**config.mk**
```make
export PLATFORM = sky130hd
export DESIGN_NAME = serial_adder_n_flat
export DESIGN_NICKNAME = d
export VERILOG_FILES = /design/src/rtl/serial_adder_n_if.sv /design/src/rtl/serial_adder_n.sv /design/src/flat_wrapper.sv
export SDC_FILE = /design/constraint.sdc
export NUM_CORES = 1
export LEC_CHECK = 0
export ABC_AREA = 0
export CAP_MARGIN = 30
export CORE_MARGIN = 1
export CORE_UTILIZATION = 55
export DETAILED_ROUTE_END_ITERATION = 7
export DONT_BUFFER_PORTS = 1
export PLACE_DENSITY = 0.73
export REMOVE_ABC_BUFFERS = 1
export SLEW_MARGIN = 10
export SYNTH_ARGS = -nofsm -noshare
export SYNTH_HDL_FRONTEND = slang
export SYNTH_SLANG_ARGS = --single-unit
```
**constraint.sdc**
```tcl
create_clock -name clk -period 1.6 [get_ports clk]
set_input_delay 0.24 -clock clk [delete_from_list [all_inputs] [get_ports clk]]
set_output_delay 0.24 -clock clk [all_outputs]
set_load 0.05 [all_outputs]
```
**src/rtl/serial_adder_n_if.sv**
```systemverilog
// serial_adder_n_if: start/done handshake and operand/result bus for serial_adder_n.
//   master: drives start, a, b, cin, sub; observes ready, busy, done, sum, cout, ovf
//   slave : the adder side of the same signals
interface serial_adder_n_if #(
    parameter int WIDTH = 8
);
    logic             start;
    logic [WIDTH-1:0] a;
    logic [WIDTH-1:0] b;
    logic             cin;
    logic             sub;
    logic             ready;
    logic             busy;
    logic             done;
    logic [WIDTH-1:0] sum;
    logic             cout;
    logic             ovf;

    modport master (
        output start, a, b, cin, sub,
        input  ready, busy, done, sum, cout, ovf
    );

    modport slave (
        input  start, a, b, cin, sub,
        output ready, busy, done, sum, cout, ovf
    );
endinterface

```
**src/rtl/serial_adder_n.sv**
```systemverilog
// serial_adder_n: bit-serial add/subtract, LSB first, one bit per clock through a
// single full-adder slice and a carry flop. Result is presented with a one-cycle
// done pulse, WIDTH+1 cycles after the accepting start edge.
//   clk  : rising-edge clock
//   clr  : asynchronous active-low reset
//   bus  : serial_adder_n_if.slave (start/a/b/cin/sub in; ready/busy/done/sum/cout/ovf out)
// Optional feature: define SERIAL_ADDER_OVF_EN to build the signed-overflow flag;
// otherwise ovf is tied to 0.
module serial_adder_n #(
    parameter int WIDTH = 8
) (
    input  logic             clk,
    input  logic             clr,
    serial_adder_n_if.slave  bus
);
    localparam int CW = (WIDTH > 1) ? $clog2(WIDTH) : 1;
    localparam logic [CW-1:0] LAST = CW'(WIDTH - 1);

    typedef enum logic [1:0] {IDLE, SHIFT, DONE} state_t;

    state_t           state_q, state_d;
    logic [WIDTH-1:0] a_q, a_d;
    logic [WIDTH-1:0] b_q, b_d;
    logic [WIDTH-1:0] res_q, res_d;
    logic             carry_q, carry_d;
    logic [CW-1:0]    cnt_q, cnt_d;
    logic [WIDTH-1:0] sum_q, sum_d;
    logic             cout_q, cout_d;
    logic             s_bit, c_nxt;
`ifdef SERIAL_ADDER_OVF_EN
    logic             ovf_q, ovf_d;
`endif

    // Single full-adder slice.
    assign s_bit = a_q[0] ^ b_q[0] ^ carry_q;
    assign c_nxt = (a_q[0] & b_q[0]) | (a_q[0] & carry_q) | (b_q[0] & carry_q);

    always_comb begin
        state_d = state_q;
        a_d     = a_q;
        b_d     = b_q;
        res_d   = res_q;
        carry_d = carry_q;
        cnt_d   = cnt_q;
        sum_d   = sum_q;
        cout_d  = cout_q;
`ifdef SERIAL_ADDER_OVF_EN
        ovf_d   = ovf_q;
`endif
        case (state_q)
            IDLE, DONE: begin
                if (bus.start) begin
                    // Subtraction is A + ~B + ~borrow; once B and the carry are
                    // pre-inverted here the slice needs no knowledge of sub.
                    a_d     = bus.a;
                    b_d     = bus.sub ? ~bus.b : bus.b;
                    carry_d = bus.cin ^ bus.sub;
                    cnt_d   = '0;
                    state_d = SHIFT;
                end else if (state_q == DONE) begin
                    state_d = IDLE;
                end
            end
            SHIFT: begin
                a_d     = a_q >> 1;
                b_d     = b_q >> 1;
                res_d   = {s_bit, res_q[WIDTH-1:1]};
                carry_d = c_nxt;
                if (cnt_q == LAST) begin
                    // Results are registered on the edge entering DONE so they are
                    // valid in the same cycle as the done pulse.
                    sum_d   = {s_bit, res_q[WIDTH-1:1]};
                    cout_d  = c_nxt;
`ifdef SERIAL_ADDER_OVF_EN
                    // carry_q here is the carry into the MSB.
                    ovf_d   = carry_q ^ c_nxt;
`endif
                    state_d = DONE;
                end else begin
                    cnt_d = cnt_q + 1'b1;
                end
            end
            default: state_d = IDLE;
        endcase
    end

    always_ff @(posedge clk or negedge clr) begin
        if (!clr) begin
            state_q <= IDLE;
            a_q     <= '0;
            b_q     <= '0;
            res_q   <= '0;
            carry_q <= 1'b0;
            cnt_q   <= '0;
            sum_q   <= '0;
            cout_q  <= 1'b0;
`ifdef SERIAL_ADDER_OVF_EN
            ovf_q   <= 1'b0;
`endif
        end else begin
            state_q <= state_d;
            a_q     <= a_d;
            b_q     <= b_d;
            res_q   <= res_d;
            carry_q <= carry_d;
            cnt_q   <= cnt_d;
            sum_q   <= sum_d;
            cout_q  <= cout_d;
`ifdef SERIAL_ADDER_OVF_EN
            ovf_q   <= ovf_d;
`endif
        end
    end

    // Status outputs decode the state register only.
    assign bus.ready = (state_q != SHIFT);
    assign bus.busy  = (state_q == SHIFT);
    assign bus.done  = (state_q == DONE);
    assign bus.sum   = sum_q;
    assign bus.cout  = cout_q;
`ifdef SERIAL_ADDER_OVF_EN
    assign bus.ovf   = ovf_q;
`else
    assign bus.ovf   = 1'b0;
`endif
endmodule

```
**src/flat_wrapper.sv**
```systemverilog
// flat-port wrapper written by rule: the top's interface ports become plain ports
module serial_adder_n_flat 
#(
    parameter int WIDTH = 8
)
  (clk, clr, bus_start, bus_a, bus_b, bus_cin, bus_sub, bus_ready, bus_busy, bus_done, bus_sum, bus_cout, bus_ovf);
  serial_adder_n_if #(.WIDTH(WIDTH)) bus_i ();
  input  logic clk;
  input  logic clr;
  input wire logic [$bits(bus_i.start)-1:0] bus_start;
  input wire logic [$bits(bus_i.a)-1:0] bus_a;
  input wire logic [$bits(bus_i.b)-1:0] bus_b;
  input wire logic [$bits(bus_i.cin)-1:0] bus_cin;
  input wire logic [$bits(bus_i.sub)-1:0] bus_sub;
  output wire logic [$bits(bus_i.ready)-1:0] bus_ready;
  output wire logic [$bits(bus_i.busy)-1:0] bus_busy;
  output wire logic [$bits(bus_i.done)-1:0] bus_done;
  output wire logic [$bits(bus_i.sum)-1:0] bus_sum;
  output wire logic [$bits(bus_i.cout)-1:0] bus_cout;
  output wire logic [$bits(bus_i.ovf)-1:0] bus_ovf;
  assign bus_i.start = bus_start;
  assign bus_i.a = bus_a;
  assign bus_i.b = bus_b;
  assign bus_i.cin = bus_cin;
  assign bus_i.sub = bus_sub;
  assign bus_ready = bus_i.ready;
  assign bus_busy = bus_i.busy;
  assign bus_done = bus_i.done;
  assign bus_sum = bus_i.sum;
  assign bus_cout = bus_i.cout;
  assign bus_ovf = bus_i.ovf;
  serial_adder_n #(.WIDTH(WIDTH)) u_core (.clk(clk), .clr(clr), .bus(bus_i));
endmodule
```
Word-level counts from Yosys, hierarchy flattened --
Index checks and enable logic that the tools add are counted.
Storage, ports and cells: register bits 39, logic and storage cells 47
Cells by class: $add $sub $neg 1, eq/ne operators 8, multiplexer cells 14, bitwise gates (word level) 9, reductions and logical operators 7
Operators with widths (number):
- case mux 8 bit (2 select lines) | 2
- two-way mux 8 bit | 3
- NOT 8 bit | 1
- two-way mux 2 bit | 3
- two-way mux 3 bit | 2
- case mux 3 bit (2 select lines) | 1
- AND reduction 2 bit | 3
- inequality test 2 x 1 -> 1 bit, second input constant | 2
- inequality test 2 bit, second input constant | 2
- case mux 2 bit (2 select lines) | 1
- adder 3 x 1 -> 3 bit, second input constant | 1
- AND 1 bit | 3
- equality test 3 bit, second input constant | 1
- inequality test 3 bit, second input constant | 1
- AND reduction 3 bit | 1
- bitwise XOR 1 bit | 3
- equality test 2 x 1 -> 1 bit, second input constant | 1
- equality test 2 bit, second input constant | 1
- logical NOT 2 bit | 1
- OR 1 bit | 2
- case mux 1 bit (2 select lines) | 1
- nonzero test 2 bit | 1
- OR reduction 2 bit | 1
- two-way mux 1 bit | 1

Longest topological paths before layout --
depth in word-level cells 4, mapped depth 6, depth with buffers taken out 5

Worst setup path after synthesis --
No wires, ideal clock.
kind register -> register, from register u_core.cnt_q[0], to register u_core.cnt_q[0], arrival 1.404 ns, slack 0.068 ns, cell stages (with the launch flop) 7, period minus slack after synthesis 1.532 ns, path through dfrtp_1 -> ha_1 -> ha_1 -> or3b_1 -> clkbuf_1 -> nand3_1 -> o21ai_0
Between the ends: cells in the longest elaborated chain, start to end 3
RTL lines:
- from (decl) | RTL line serial_adder_n.sv:26 | logic [CW-1:0] cnt_q, cnt_d;
- from (signal assigned) | RTL line serial_adder_n.sv:106 | cnt_q <= cnt_d;
- adder 3 x 1 -> 3 bit / equality test 3 bit (equally long branches) | RTL line serial_adder_n.sv:80, serial_adder_n.sv:69
- two-way mux 3 bit / inequality test 2 bit (equally long branches)
- case mux 3 bit (2 select lines) / AND reduction 3 bit (equally long branches)
Parallel ways exist; a longest one is shown, timed or not. The select of a mux whose other input is x is not followed. A chain may end at the register's enable or synchronous reset.

Final worst setup path --
from register u_core.state_q[0], to output port bus_busy
Between the ends: cells in the longest elaborated chain, start to end 1
RTL lines:
- from (decl) | RTL line serial_adder_n.sv:21 | state_t state_q, state_d;
- from (signal assigned) | RTL line serial_adder_n.sv:101 | state_q <= state_d;
- equality test 2 x 1 -> 1 bit | RTL line serial_adder_n.sv:117 | assign bus.busy = (state_q == SHIFT);
- to (decl) | RTL line flat_wrapper.sv:16 | output wire logic [$bits(bus_i.busy)-1:0] bus_busy;
Every way passes these cells.

==> run metrics <==
crit share post-route 0.953; PortBufs 0; Antenna Diode Count 0; max-cap violations 0; starting density of the core 0.591; routed via count divided by cell count 5.92; final count of negative-setup-slack endpoints 0; post-detailed-route DRC marker count 8; maximum number of pins on one net before global-route repair 39; DRC violation total after the first TritonRoute iteration 37; post-route worst setup slack 74.7 ps; Gate Count Post-Synth 126; number of global-route vias before repair 1,007; clk_lat worst skew 340 ps; count of boundary I/O pins 34; routed vias 983; clock net sink count 38; leakage component of the power 0.883 nW; kind of end point of the critical path output pin; Distinct cells, synth 25; Die X 57.1 um; worst setup timing slack at the placement stage -49.2 ps; initial antenna violation count 0; Post-Place Cells 154; root buffer cell clkbuf_4; TritonCTS clock tree done; Floorplan Core Area 2830 um2; Total Die Area 3260 um2; leading cell types by total area after synthesis dfrtp_1, mux2_2, a221o_1; layout cells sized above 1 0.281; worst path required time 1360 ps; class of the worst hold path input pin to flip-flop; drt wl/cell 16.5 um; start point of the worst min-delay path bus_a[7]; max-slew violation count 0; number of warnings reported in the yosys synthesis log 0; area fraction of the dominant cell type after synthesis 0.569; number of synthesized register bits 38; Crit Reg-Reg Startpoint u_core.cnt_q[0]$_DFFE_PN0P_; clock buffer count from CTS 5; area leader, netlist dfrtp_1; sequential element share of the synthesized area 0.569; # rows 19; Post-DP HPWL 1880 um; die height 57.1 um; area overhead of the layout relative to synthesis 8.76%; hold worst-path end u_core.a_q[7]$_DFFE_PN0P_; reg-to-reg setup timing slack 80 ps; CP startpoint kind flip-flop; Reg clk slew, reported paths 110 ps; first drt pass iteration count 6; critical path type flip-flop to output pin; GRT Resource Usage Total 0.186; Final ANT Viol Nets 0; violated checks design-rule violations; clock tree skew after final layout 8.15 ps; peak supply drop 1.23 mV; total global routing overflow 0; FF-to-FF End u_core.cnt_q[0]$_DFFE_PN0P_; wire length of the first global-routing pass 4450 um; worst-case reg-to-reg path depth 5; post-synthesis average cell area 13.3 um2; final hold violation count 0; Max Root-Sink Buffers 2; Layout Nets 159; number of cells on the worst hold path 1; overall routed net length 2730 um; CP Max Fanout 9; non-filler cells, final 166; fmax 656 MHz; power per unit of standard cell area 2250 nW/um2; number of H-tree levels 2; Tmin final 1530 ps; arrival time of the worst setup path 1290 ps; post-synthesis instance area 1670 um2; result of the run complete, but fails checks; gpl congestion 0.692
## cell usage after synthesis
cell type,instances
dfrtp_1,38
mux2_2,16
a22o_1,9
a221o_1,8
nor2_1,8
xnor2_1,8
a21o_1,7
inv_1,4
buf_2,3
buf_6,3
nand3_1,3
o21ai_0,3
clkbuf_1,2
ha_1,2
nor2b_1,2
buf_4,1
conb_1,1
fa_1,1
nand2_1,1
nand2_4,1
nand2b_1,1
nor2_4,1
nor2b_2,1
or3b_1,1
xor2_1,1
## cell usage in the layout, fill, tap and decap left out, drive strengths merged
cell and count:
a21o 7, a221o 8, a22o 9, buf 10, clkbuf 5, clkinv 2
conb 1, dfrtp 38, dlygate4sd3 1, fa 1, ha 2, inv 4
mux2 16, nand2 2, nand2b 1, nand3 3, nor2 9, nor2b 3
o21ai 3, or3b 1, xnor2 8, xor2 1
## worst max path at each step
| stage | slack, ps | end | cells past startpoint | startpoint |
|---|---|---|---|---|
| after global routing | -3 | u_core.cnt_q[1]$_DFFE_PN0P_ | 5 | u_core.cnt_q[0]$_DFFE_PN0P_ |
| final | 70 | bus_busy | 3 | u_core.state_q[0]$_DFFE_PN0P_ |
| after CTS | 20 | u_core.cnt_q[0]$_DFFE_PN0P_ | 5 | u_core.cnt_q[0]$_DFFE_PN0P_ |
| after floorplan | -630 | bus_ready | 2 | u_core.state_q[0]$_DFFE_PN0P_ |
| after global placement | 60 | u_core.cnt_q[0]$_DFFE_PN0P_ | 5 | u_core.cnt_q[0]$_DFFE_PN0P_ |
| after detailed placement | -50 | u_core.cnt_q[0]$_DFFE_PN0P_ | 5 | u_core.cnt_q[0]$_DFFE_PN0P_ |
## cell type report
type	instances	area (um2)
clock buffer	5	37.5
clock inverter	2	10.0
fill	217	1010
inverter	4	15.0
multi-input combinational	75	652
sequential	38	951
tap	31	38.8
timing repair buffer	11	114
## report_power, final
| group | internal [W] | switching, W |
|---|---|---|
| sequential | 0.00141 | 0.000679 |
| combinational | 0.000843 | 0.000699 |
| clock | 0.000158 | 0.000299 |
| total | 0.00241 | 0.00168 |
## registers in the layout, summed over array words and instances (netlist names)
signal and count:
u_core.carry_q 1, u_core.b_q 8, u_core.state_q 2, u_core.cnt_q 3, u_core.a_q 8, u_core.res_q 7
u_core.bus.sum 8, u_core.bus.cout 1
## cell families after synthesis
kind of cell	after synthesis	share of synthesized area
compound gates	27	0.135
xor+xnor	9	0.0472
fa+ha+maj	3	0.0269
buf+inv	13	0.0472
flops	38	0.569
mux	16	0.108
other cells	1	0.00224
simple gates	19	0.0644
## what timing repair did
item                                    in CTS  in global routing
cloned                                       0                  0
hold endpoints to repair                    38                  0
buffers inserted                             2                  1
gates resized for setup                      1                  3
hold buffers                                 2                  0
endpoints found under the setup margin       5                  4
## stage by stage
step | hold WS, ps | setup TNS (ps) | cell area [um2] | utilization | power (W)
floorplan | -55.6 | -15290 | 1610 | - | 0.00312
global placement | -54.8 | 0 | 1710 | 0.604 | 0.00345
detailed placement | -54.8 | -60.8 | 1710 | 0.604 | 0.00355
CTS | 16.6 | 0 | 1800 | 0.638 | 0.00407
global route | 1.13 | -3.50 | 1820 | 0.643 | 0.00436
finish | 26.9 | 0 | 1820 | 0.643 | 0.00409
## layer usage
| metal | vias up | global-route usage | wire (um) |
|---|---|---|---|
| li1 | 456 | - | - |
| met1 | 490 | 0.216 | 1120 |
| met2 | 31 | 0.311 | 1400 |
| met3 | 6 | 0.0726 | 163 |
| met4 | 0 | 0.0732 | 53 |
| met5 | - | 0 | 0 |
## worst max-delay path, stage by stage, from the launching register on
cell and delay [ps]:
dfrtp_1 420, nor2b_4 200, buf_12 130, buf_4 190
Power figures use the tool's default switching activity.
